File: config.mk
export PLATFORM = sky130hd
export DESIGN_NAME = tim_apb_arb
export DESIGN_NICKNAME = d
export VERILOG_FILES = /design/src/rtl/tim_apb_arb.sv
export SDC_FILE = /design/constraint.sdc
export NUM_CORES = 1
export LEC_CHECK = 0
export CORE_MARGIN = 2
export CORE_UTILIZATION = 38
export DETAILED_ROUTE_END_ITERATION = 6
export GPL_ROUTABILITY_DRIVEN = 0
export GPL_TIMING_DRIVEN = 0
export PLACE_DENSITY_LB_ADDON = 0.15
export REMOVE_ABC_BUFFERS = 1
export SYNTH_ARGS = -nofsm -noshare
export SYNTH_HDL_FRONTEND = slang
export SYNTH_SLANG_ARGS = --single-unit
File: constraint.sdc
create_clock -name sys_clk -period 1.9 [get_ports sys_clk]
set_input_delay 0.285 -clock sys_clk [delete_from_list [all_inputs] [get_ports sys_clk]]
set_output_delay 0.285 -clock sys_clk [all_outputs]
set_load 0.02 [all_outputs]
File: src/rtl/tim_apb_arb.sv
// rtl/tim_apb_arb.sv - two-requester round-robin APB master for the timer block
module tim_apb_arb #(
    parameter int unsigned TIMEOUT_CYC = 16
) (
    input  logic        sys_clk,
    input  logic        sys_rst_n,
    input  logic        req_0,
    input  logic        req_write_0,
    input  logic [11:0] req_addr_0,
    input  logic [31:0] req_wdata_0,
    output logic        done_0,
    output logic [31:0] rsp_rdata_0,
    output logic        rsp_err_0,
    input  logic        req_1,
    input  logic        req_write_1,
    input  logic [11:0] req_addr_1,
    input  logic [31:0] req_wdata_1,
    output logic        done_1,
    output logic [31:0] rsp_rdata_1,
    output logic        rsp_err_1,
    output logic        tim_psel,
    output logic        tim_penable,
    output logic        tim_pwrite,
    output logic [11:0] tim_paddr,
    output logic [31:0] tim_pwdata,
    input  logic [31:0] tim_prdata,
    input  logic        tim_pready,
    input  logic        tim_pslverr,
    output logic        busy
);

    typedef enum logic [1:0] {S_IDLE, S_SETUP, S_ACCESS, S_DONE} state_t;

    // The abort fires on the TIMEOUT_CYC-th low-pready ACCESS cycle.
    localparam logic [7:0] LAST_WAIT = 8'(TIMEOUT_CYC - 1);

    state_t      r_state;
    logic        r_gnt;
    logic        r_last_gnt;
    logic [7:0]  r_cnt;

    logic        w_win;
    logic        w_finish;
    logic        w_upd_rd;
    logic [31:0] w_rdata_nxt;
    logic        w_err_nxt;

    always_comb begin
        w_win       = (req_0 && req_1) ? ~r_last_gnt : req_1;
        w_finish    = (r_state == S_ACCESS) && (tim_pready || (r_cnt == LAST_WAIT));
        // Writes leave read data alone; an abort always clears it.
        w_upd_rd    = !tim_pready || !tim_pwrite;
        w_rdata_nxt = tim_pready ? tim_prdata : 32'd0;
        w_err_nxt   = tim_pready ? tim_pslverr : 1'b1;
    end

    always_ff @(posedge sys_clk or negedge sys_rst_n) begin
        if (!sys_rst_n) begin
            r_state     <= S_IDLE;
            r_gnt       <= 1'b0;
            r_last_gnt  <= 1'b1;
            r_cnt       <= 8'd0;
            done_0      <= 1'b0;
            done_1      <= 1'b0;
            rsp_rdata_0 <= 32'd0;
            rsp_rdata_1 <= 32'd0;
            rsp_err_0   <= 1'b0;
            rsp_err_1   <= 1'b0;
            tim_psel    <= 1'b0;
            tim_penable <= 1'b0;
            tim_pwrite  <= 1'b0;
            tim_paddr   <= 12'd0;
            tim_pwdata  <= 32'd0;
            busy        <= 1'b0;
        end else begin
            done_0 <= 1'b0;
            done_1 <= 1'b0;
            case (r_state)
                S_IDLE: begin
                    if (req_0 || req_1) begin
                        r_gnt      <= w_win;
                        r_last_gnt <= w_win;
                        tim_psel   <= 1'b1;
                        tim_pwrite <= w_win ? req_write_1 : req_write_0;
                        tim_paddr  <= w_win ? req_addr_1  : req_addr_0;
                        tim_pwdata <= w_win ? req_wdata_1 : req_wdata_0;
                        busy       <= 1'b1;
                        r_cnt      <= 8'd0;
                        r_state    <= S_SETUP;
                    end
                end
                S_SETUP: begin
                    tim_penable <= 1'b1;
                    r_state     <= S_ACCESS;
                end
                S_ACCESS: begin
                    if (w_finish) begin
                        if (r_gnt) begin
                            done_1    <= 1'b1;
                            rsp_err_1 <= w_err_nxt;
                            if (w_upd_rd)
                                rsp_rdata_1 <= w_rdata_nxt;
                        end else begin
                            done_0    <= 1'b1;
                            rsp_err_0 <= w_err_nxt;
                            if (w_upd_rd)
                                rsp_rdata_0 <= w_rdata_nxt;
                        end
                        tim_psel    <= 1'b0;
                        tim_penable <= 1'b0;
                        tim_pwrite  <= 1'b0;
                        tim_paddr   <= 12'd0;
                        tim_pwdata  <= 32'd0;
                        r_cnt       <= 8'd0;
                        r_state     <= S_DONE;
                    end else begin
                        r_cnt <= r_cnt + 8'd1;
                    end
                end
                S_DONE: begin
                    busy    <= 1'b0;
                    r_state <= S_IDLE;
                end
                default: r_state <= S_IDLE;
            endcase
        end
    end

endmodule

==> out/metrics.cfg, run 1 <==
[outcome]
status=finished with violations
violations=setup timing

[setup_path]
crit_top_cell=buf_12
cp.required_ns=2.20
path_cells=or4_4 > o31ai_4 > buf_12 > nand3_4 > buf_12 > a22o_1
crit_buf_inv=2
cp_slowest_cell=or4_4
cp-start-kind=flip-flop
cp_data_arrival_time_ns=2.24
path_max_fanout=16
end_kind=flip-flop
worstSetupPathType=flip-flop to flip-flop
crit_family=simple AND/OR/NAND/NOR gates
slowest_delay_ns=0.55

[global_routing]
track_usage_pct=22.72
antenna_found_initial=0
grt_pass1_vias=4724
grt_pass1_wl_um=25700
grt-ovfl-total=0
grt_max_degree=68

[pwr]
powerDensity_mw_per_mm2=1628
finalPower_uw=14370
leakagePower_uw=0.003833
irDropWorstVdd_mv=0.9632

[sta]
rsz0062_at_grt=yes
fin_skew_ns=0.007605
setup_viol=21
period_share_pct=102.4
clock.fmax_ghz=0.5138
min_period_ns=1.946
finalHoldViolations=0
tightest_slew_ns=0.6172
finalSetupTns_ns=-0.6694
slew_headroom_pct=58.85
drv_slew=0
setup_slack_ns=-0.04614

[die]
coreArea_mm2=0.01377
io_pins=244
rows=43
fp.dieH_um=122.3
die_area_mm2=0.01495
die_w_um=122.3
initial_core_util_pct=38.58

[routing]
initialDrtViolationCount=244
post-route-drc-count=0
wl_um=17080
ant_nets=0
via_per_inst=5.297
dr.pass1.iters=4
wl_per_cell_um=20.31
dr_total_vias=4455

[cells_and_area]
num_antenna_cells=0
syn_to_final_growth_pct=66.09
fin_nets=782
drive_gt1_share_pct=11.80
fillerInstances=1092

[placement]
dp_hpwl_um=10740
port_buffers=243

[synth]
synthArstFlopShare_pct=100.0
yosysTopAreaCell=dfrtp_1
yosysUniqueCellTypes=34
synth_common_cells=dfrtp_1, a22o_1, mux2i_1, o2bb2ai_1, nor2_1
ys_top_cells_by_area=dfrtp_1, a22o_1, mux2i_1, o2bb2ai_1, ha_1
ys_seq_elements=128
netlist_instances=394
synth.most_common_cell=dfrtp_1
synth_top_area_share_pct=59.81
synth.cell_area_mm2=0.005314
synthFlopType=dfrtp_1
yosysSeqAreaShare_pct=60.30
yosys_warnings=0
synth_edf_count=0
avgSynthCellArea_um2=13.49

[flow_run]
max_cap_violations=0

[worst_hold_path]
holdCritPathClass=input pin to asynchronous set/reset pin

[clocking]
path_clk_slew_ns=0.05
numCtsBuffers=17
cts-root-buf=clkbuf_16
ctsHtreeMaxLevel=4
clock_sinks=128
cts_tree=done
insertion_delay_ns=0.42
clk_path_buf_depth=2

[cell type report]
cell class / instances / area (um^2) / area share [%]
tap: 180 / 225.2 / 2.552
clock inverter: 10 / 132.6 / 1.503
clock buffer: 22 / 484.2 / 5.486
timing repair buffer: 261 / 2659 / 30.12
inverter: 4 / 15.01 / 0.1701
sequential: 128 / 3207 / 36.33
multi-input combinational: 236 / 2103 / 23.83
[metrics by stage]
step	instance area [um^2]	cells	hold slack (ns)	util (%)	setup slack [ns]
2_1_floorplan	5145	363	-0.01059	-	-0.5508
3_3_place_gp	7802	786	0.4706	56.65	-4.371
3_5_place_dp	7890	789	0.3044	57.29	-0.7515
4_1_cts	8733	835	0.4253	63.41	-0.07885
5_1_grt	8826	841	0.4933	64.08	-0.1051
6_report	8826	841	0.4399	64.08	-0.04614
[cell usage in the layout (no fill, tap or decap), drive strengths merged]
cell,netlist,final
clkinv,0,4
and3,3,3
a211oi,1,1
o2bb2ai,45,45
or2,2,2
clkinvlp,0,3
nand2b,6,7
and2,1,1
nand3,4,6
ha,6,6
clkbuf,10,23
dfstp,1,1
nor2,11,13
bufinv,0,3
a41oi,2,2
clkdlybuf4s50,0,242
buf,21,17
nand2,9,9
nor3b,1,1
inv,4,4
dlygate4sd3,0,1
dfrtp,127,127
a22o,65,65
or4,2,2
mux2i,45,45
a21oi,4,4
a32o,1,1
o31ai,2,2
o21ai,10,10
mux2,2,2
nor4,1,1
o32a,3,3
a31oi,5,5
[cell families after synthesis]
logic type,Yosys count,share of synthesized area [%]
AO/OA/AOI/OAI,138,21.80
adder cells (fa/ha/maj),6,1.413
buffers and inverters,35,3.461
flip-flops,128,60.30
multiplexers,47,8.900
AND/OR/NAND/NOR,40,4.121
[state kept, by name, summed over array words and instances (netlist names), 2 cells and up]
signal       cells
rsp_rdata_0     32
rsp_rdata_1     32
tim_pwdata      32
tim_paddr       12
r_cnt            8
r_state          2
[path summary, 6_finish.rpt]
path / start / end / slack (ns) / cells after the start
setup / recovery: r_cnt[5] / rsp_rdata_1[0] / -0.05 / 6
min in group sys_clk: tim_paddr[6] / tim_paddr[6] / 0.48 / 1
max in group asynchronous: sys_rst_n / rsp_rdata_1[0] / 0.72 / 3
setup reg to reg: r_cnt[5] / rsp_rdata_1[0] / -0.05 / 6
hold / removal: sys_rst_n / tim_pwdata[0] / 0.44 / 2
hold reg to reg: tim_paddr[6] / tim_paddr[6] / 0.48 / 1
[layer usage]
layer / GRT usage [%] / wire length [um] / vias up
li1: - / - / 2030
met1: 27.26 / 6871 / 2196
met2: 36.98 / 8181 / 205
met3: 9.201 / 1732 / 24
met4: 8.118 / 297 / 0
met5: 0 / 0 / -
[power by group]
part | leakage (uW) | switching (uW) | internal, uW
clock | 0.000298 | 1150 | 2190
sequential | 0.00164 | 634 | 3780
combinational | 0.00189 | 3360 | 3260
[what timing repair did]
item / in CTS / in global routing
pin swaps: 4 / 4
hold endpoints to repair: 60 / 0
resized for setup: 20 / 6
setup endpoints to repair: 118 / 113
cloned: 4 / 2
buffers inserted: 9 / 4
hold buffers: 1 / 0
[worst reg2reg max path: cells and delay by family, from the launching register on]
family,cells,cell delay [ns]
flops,1,0.45
buf+inv,2,0.35
simple gates,2,0.63
compound gates,2,0.41
(Power assumes the default switching activity.)
==> inputs of run 2 (changes only) <==
GPL_TIMING_DRIVEN = 1   (was 0)
==> run 2 against run 1 <==
Net effect: the run now ends clean; via count about the same; clock skew decreased by 0.0016 ns; power decreased by 0.79%; core utilization increased by 0.76 points; hold slack got worse by 0.066 ns; wire length decreased by 5.6%; global-route usage decreased by 1.6 points; count of clock-buffer cells in the layout increased by 3; fmax increased by 3.3%.
==> out/metrics.cfg, run 2 (same netlist as run 1, synthesis figures left out) <==
[worst_hold_path]
holdCritPathClass=input pin to asynchronous set/reset pin

[pwr]
power.internal_uw=9326  ; +1.0%
p_sw_uw=4928  ; -4.1%
powerDensity_mw_per_mm2=1596  ; -2.0%
leakagePower_uw=0.003935  ; +2.7%
p_sw_share_pct=34.57  ; -1.2 points
power_frac_clock_pct=23.5  ; +0.3 points
p_comb_share_pct=45.6  ; -0.4 points
p_seq_share_pct=30.9  ; +0.2 points
irDropWorstVdd_mv=0.8107  ; -16%

[global_routing]
grt-ovfl-total=0  ; unchanged
grt_max_degree=48  ; -29%
antenna_found_initial=0  ; unchanged
track_usage_pct=21.12  ; -1.6 points
grt_pass1_vias=4658  ; -1.4%
grt_pass1_wl_um=24270  ; -5.6%

[clocking]
path_clk_slew_ns=0.05  ; about the same
numCtsBuffers=17  ; unchanged
insertion_delay_ns=0.41  ; about the same
clk_path_buf_depth=2  ; unchanged
ctsHtreeMaxLevel=4  ; unchanged
cts-root-buf=clkbuf_16
clock_sinks=128  ; unchanged
cts_tree=done

[cells_and_area]
num_antenna_cells=0  ; unchanged
layout_commonest_cell=clkdlybuf4s50_1
drive_gt1_share_pct=13.97  ; +2.2 points
multi_input_area_mm2=0.002026  ; -3.7%
mostFrequentLayoutCells=clkdlybuf4s50_1, dfrtp_1, a22o_1
final_cells=853  ; +1.4%
fillerInstances=1093  ; +0.092%
seq_area_mm2=0.003206  ; about the same
syn_to_final_growth_pct=68.07
fin_nets=796  ; +1.8%
largest_registers=rsp_rdata_0 x32, rsp_rdata_1 x32, tim_pwdata x32

[sta]
setup_viol=0  ; -100%
period_share_pct=99.18  ; -3.2 points
clock.fmax_ghz=0.5307  ; +3.3%
drv_slew=0  ; unchanged
finalHoldViolations=0  ; unchanged
tightest_slew_ns=0.4693  ; -0.1479 ns
min_period_ns=1.884  ; -0.06167 ns
rsz0062_at_grt=yes
holdWs_ns=0.3737  ; -0.06629 ns
slew_headroom_pct=68.71  ; +9.9 points
setup_slack_ns=0.01553  ; +0.06167 ns
fin_skew_ns=0.005977  ; -0.001628 ns

[routing]
dr.pass1.iters=5  ; +1
ant_nets=0  ; unchanged
dr_total_vias=4454  ; -0.022%
wl_per_cell_um=18.91  ; -6.9%
post-route-drc-count=0  ; unchanged
via_per_inst=5.222  ; -1.4%
wl_um=16130  ; -5.6%
initialDrtViolationCount=234  ; -4.1%

[die]
die_w_um=122.3  ; unchanged
coreArea_mm2=0.01377  ; unchanged
die_area_mm2=0.01495  ; unchanged
fp.dieH_um=122.3  ; unchanged
io_pins=244  ; unchanged
rows=43  ; unchanged
initial_core_util_pct=38.58  ; unchanged

[setup_path]
path_max_fanout=32  ; +16
cp-start-kind=flip-flop
cp.required_ns=2.19  ; about the same
cp_data_arrival_time_ns=2.18  ; -0.06 ns
worstSetupPathType=flip-flop to flip-flop
end_kind=flip-flop

[placement]
dp_hpwl_um=11100  ; +3.4%
pre_cts_ws_ns=-0.05867  ; +0.6928 ns
port_buffers=243  ; unchanged
place_inst=818  ; +3.7%

[outcome]
status=finished clean

[flow_run]
max_cap_violations=0  ; unchanged

-- run 2: routing by layer --
layer	vias up	GRT usage [%]	wire length [um]
met5	-	0	0
met4	0	7.687	276
met3	22	9.154	1780
met2	208	34.06	7622
met1	2175	25.15	6447
li1	2049	-	-
-- run 2: path summary, 6_finish.rpt --
kind,to,slack [ns],start,depth (start not counted)
min in group sys_clk,tim_pwdata[27],0.48,tim_pwdata[27],1
worst min register to register,tim_pwdata[27],0.48,tim_pwdata[27],1
worst max-delay path,rsp_rdata_1[28],0.02,r_cnt[5],5
worst min-delay path,tim_paddr[3],0.37,sys_rst_n,2
max in group asynchronous,rsp_rdata_1[5],0.89,sys_rst_n,3
worst max register to register,rsp_rdata_1[28],0.02,r_cnt[5],5
-- run 2: through the flow --
stage           TNS, ns  utilization, %  cell area, um^2  power [uW]
5_1_grt          -1.614           64.84             8931       15020
6_report              0           64.84             8931       14250
3_3_place_gp   -0.03903           59.26             8162       10620
2_1_floorplan    -47.98               -             5145        7437
3_5_place_dp     -1.933           59.26             8162       10790
4_1_cts               0           63.91             8802       14250
-- run 2: timing repair --
item,in CTS,in global routing
gates resized for setup,3,14
cloned,0,2
endpoints found under the setup margin,33,102
endpoints found under the hold margin,29,0
setup buffers,0,2
hold buffers,1,0
pin swaps,1,0
-- run 2: worst max-delay path, cell delays in order, from the launching register on --
cell and delay [ns]:
dfrtp_2 0.41, or4_4 0.53, o31ai_4 0.30, nand3_2 0.14
buf_12 0.19, a22o_1 0.19
-- run 2: power by group through the flow --
stage | sequential (uW) | clock (uW) | combinational, uW
final | 4400 | 3350 | 6510
after global routing | 4540 | 3550 | 6940
after CTS | 4400 | 3430 | 6430
after detailed placement | 4380 | 0 | 6400
after global placement | 4390 | 0 | 6230
after floorplan | 5520 | 0 | 1920
-- run 2: final cells by class --
type | instances | share of cell area [%]
Tap cell | 180 | 2.522
Clock inverter | 5 | 1.121
Sequential cell | 128 | 35.89
Inverter | 4 | 0.1681
Clock buffer | 25 | 5.772
Timing Repair Buffer | 280 | 31.84
Multi-Input combinational cell | 231 | 22.68
==> inputs of run 3 (changes only) <==
CORE_UTILIZATION = 30   (was 38)
SKIP_CTS_REPAIR_TIMING = 1   (was unset)
==> run 3 against run 2 <==
Net effect: flip-flop and latch count did not move; wire length rose by 4.4%; core utilization fell by 14 points; critical endpoint is now rsp_rdata_0[10]; via count fell by 2.0%; die area rose by 26%; clock power barely moved; combinational power fell by 0.9%; design area fell by 0.57%; hold slack got worse by 0.0093 ns; final cell count rose by 5.2%; sequential share of layout area rose by 0.21 points.
==> out/metrics.cfg, run 3 (same netlist as run 1, synthesis figures left out) <==
[die]
fp.dieH_um=137.1  ; +12%
die_w_um=137.1  ; +12%
initial_core_util_pct=30.72  ; -7.9 points
io_pins=244  ; unchanged
die_area_mm2=0.01879  ; +26%
rows=48  ; +12%
coreArea_mm2=0.01730  ; +26%

[cells_and_area]
num_antenna_cells=0  ; unchanged
syn_to_final_growth_pct=67.11
mostFrequentLayoutCells=clkdlybuf4s50_1, dfrtp_1, a22o_1
drive_gt1_share_pct=13.24  ; -0.72 points
largest_registers=rsp_rdata_0 x32, rsp_rdata_1 x32, tim_pwdata x32
layout_commonest_cell=clkdlybuf4s50_1
fin_nets=793  ; -0.38%
finish.instance_area_mm2=0.008880  ; -0.57%
post-route-util_pct=51.34  ; -14 points

[worst_hold_path]
holdCritPathClass=input pin to asynchronous set/reset pin

[sta]
slew_headroom_pct=67.54  ; -1.2 points
finalSetupTns_ns=0  ; unchanged
drv_slew=0  ; unchanged
finalHoldViolations=0  ; unchanged
period_share_pct=96.15  ; -3.0 points
rsz0062_at_grt=yes
setup_viol=0  ; unchanged
clock.fmax_ghz=0.5474  ; +3.2%
tightest_slew_ns=0.4828  ; +0.01353 ns
fin_skew_ns=0.006660  ; +0.0006827 ns
min_period_ns=1.827  ; -0.05757 ns
holdWs_ns=0.3643  ; -0.009314 ns

[global_routing]
grt_pass1_vias=4601  ; -1.2%
track_usage_pct=17.88  ; -3.2 points
grt-ovfl-total=0  ; unchanged
grt_pass1_wl_um=25510  ; +5.1%
grt_max_degree=55  ; +15%
antenna_found_initial=0  ; unchanged

[setup_path]
cp_data_arrival_time_ns=2.13  ; -0.05 ns
cp-start-kind=flip-flop
end_kind=flip-flop
crit_buf_inv=1  ; unchanged
worstSetupPathType=flip-flop to flip-flop
path_cells=or4_4 > o31ai_4 > nand2b_1 > buf_12 > a22o_1
cp.required_ns=2.20  ; about the same
cp_slowest_cell=or4_4
crit_family=simple AND/OR/NAND/NOR gates
path_max_fanout=24  ; -25%
slowest_delay_ns=0.55  ; +0.02 ns

[clocking]
clk_path_buf_depth=2  ; unchanged
cts_tree=done
numCtsBuffers=17  ; unchanged
path_clk_slew_ns=0.06  ; about the same
cts-root-buf=clkbuf_16
clock_sinks=128  ; unchanged
ctsHtreeMaxLevel=4  ; unchanged
insertion_delay_ns=0.41  ; about the same

[pwr]
leakagePower_uw=0.003863  ; -1.8%
finalPower_uw=14190  ; -0.43%
irDropWorstVdd_mv=0.8108  ; about the same
powerDensity_mw_per_mm2=1598  ; +0.14%

[routing]
post-route-drc-count=0  ; unchanged
wl_per_cell_um=18.76  ; -0.75%
initialDrtViolationCount=111  ; -53%
ant_nets=0  ; unchanged
dr.pass1.iters=4  ; -1
dr_total_vias=4366  ; -2.0%
wl_um=16830  ; +4.4%
via_per_inst=4.867  ; -6.8%

[placement]
dp_hpwl_um=12160  ; +9.6%
placed_cell_area_mm2=0.008225  ; +0.78%
port_buffers=243  ; unchanged

[outcome]
status=finished clean

[flow_run]
max_cap_violations=0  ; unchanged

[run 3: per-layer routing]
| layer | global-route usage, % | wire, um | share of wire (%) | vias to the layer above |
|---|---|---|---|---|
| li1 | - | - | - | 2042 |
| met1 | 21.54 | 7010 | 42 | 2104 |
| met2 | 28.75 | 7675 | 46 | 203 |
| met3 | 7.963 | 1907 | 11 | 17 |
| met4 | 5.498 | 238 | 1.4 | 0 |
| met5 | 0 | 0 | 0 | - |
[run 3: path summary, 6_finish.rpt]
path / slack (ns) / depth (start not counted) / from / endpoint
worst max-delay path: 0.07 / 5 / r_cnt[4] / rsp_rdata_0[10]
worst min-delay path: 0.36 / 2 / sys_rst_n / tim_pwdata[2]
worst max register to register: 0.07 / 5 / r_cnt[4] / rsp_rdata_0[10]
worst min register to register: 0.49 / 1 / tim_pwdata[29] / tim_pwdata[29]
max in group asynchronous: 0.84 / 3 / sys_rst_n / tim_paddr[2]
min in group sys_clk: 0.49 / 1 / tim_pwdata[29] / tim_pwdata[29]
[run 3: stage by stage]
step	worst slack, ns	std cells
6_report	0.07310	897
4_1_cts	0.04671	896
2_1_floorplan	-0.5508	363
5_1_grt	-0.002400	897
3_3_place_gp	-0.001384	864
3_5_place_dp	-0.1013	864
[run 3: final cells by class]
type / count / area [um^2]
Clock buffer: 19 / 452.9
Clock inverter: 13 / 160.2
Fill cell: 1504 / 8417
Inverter: 4 / 15.01
Multi-Input combinational cell: 231 / 1964
Sequential cell: 128 / 3206
Tap cell: 225 / 281.5
Timing Repair Buffer: 277 / 2800
[run 3: power breakdown]
part	internal, uW	total, uW	switching (uW)
sequential	3780	4390	609
combinational	3260	6450	3190
clock	2130	3360	1220
total	9170	14200	5020
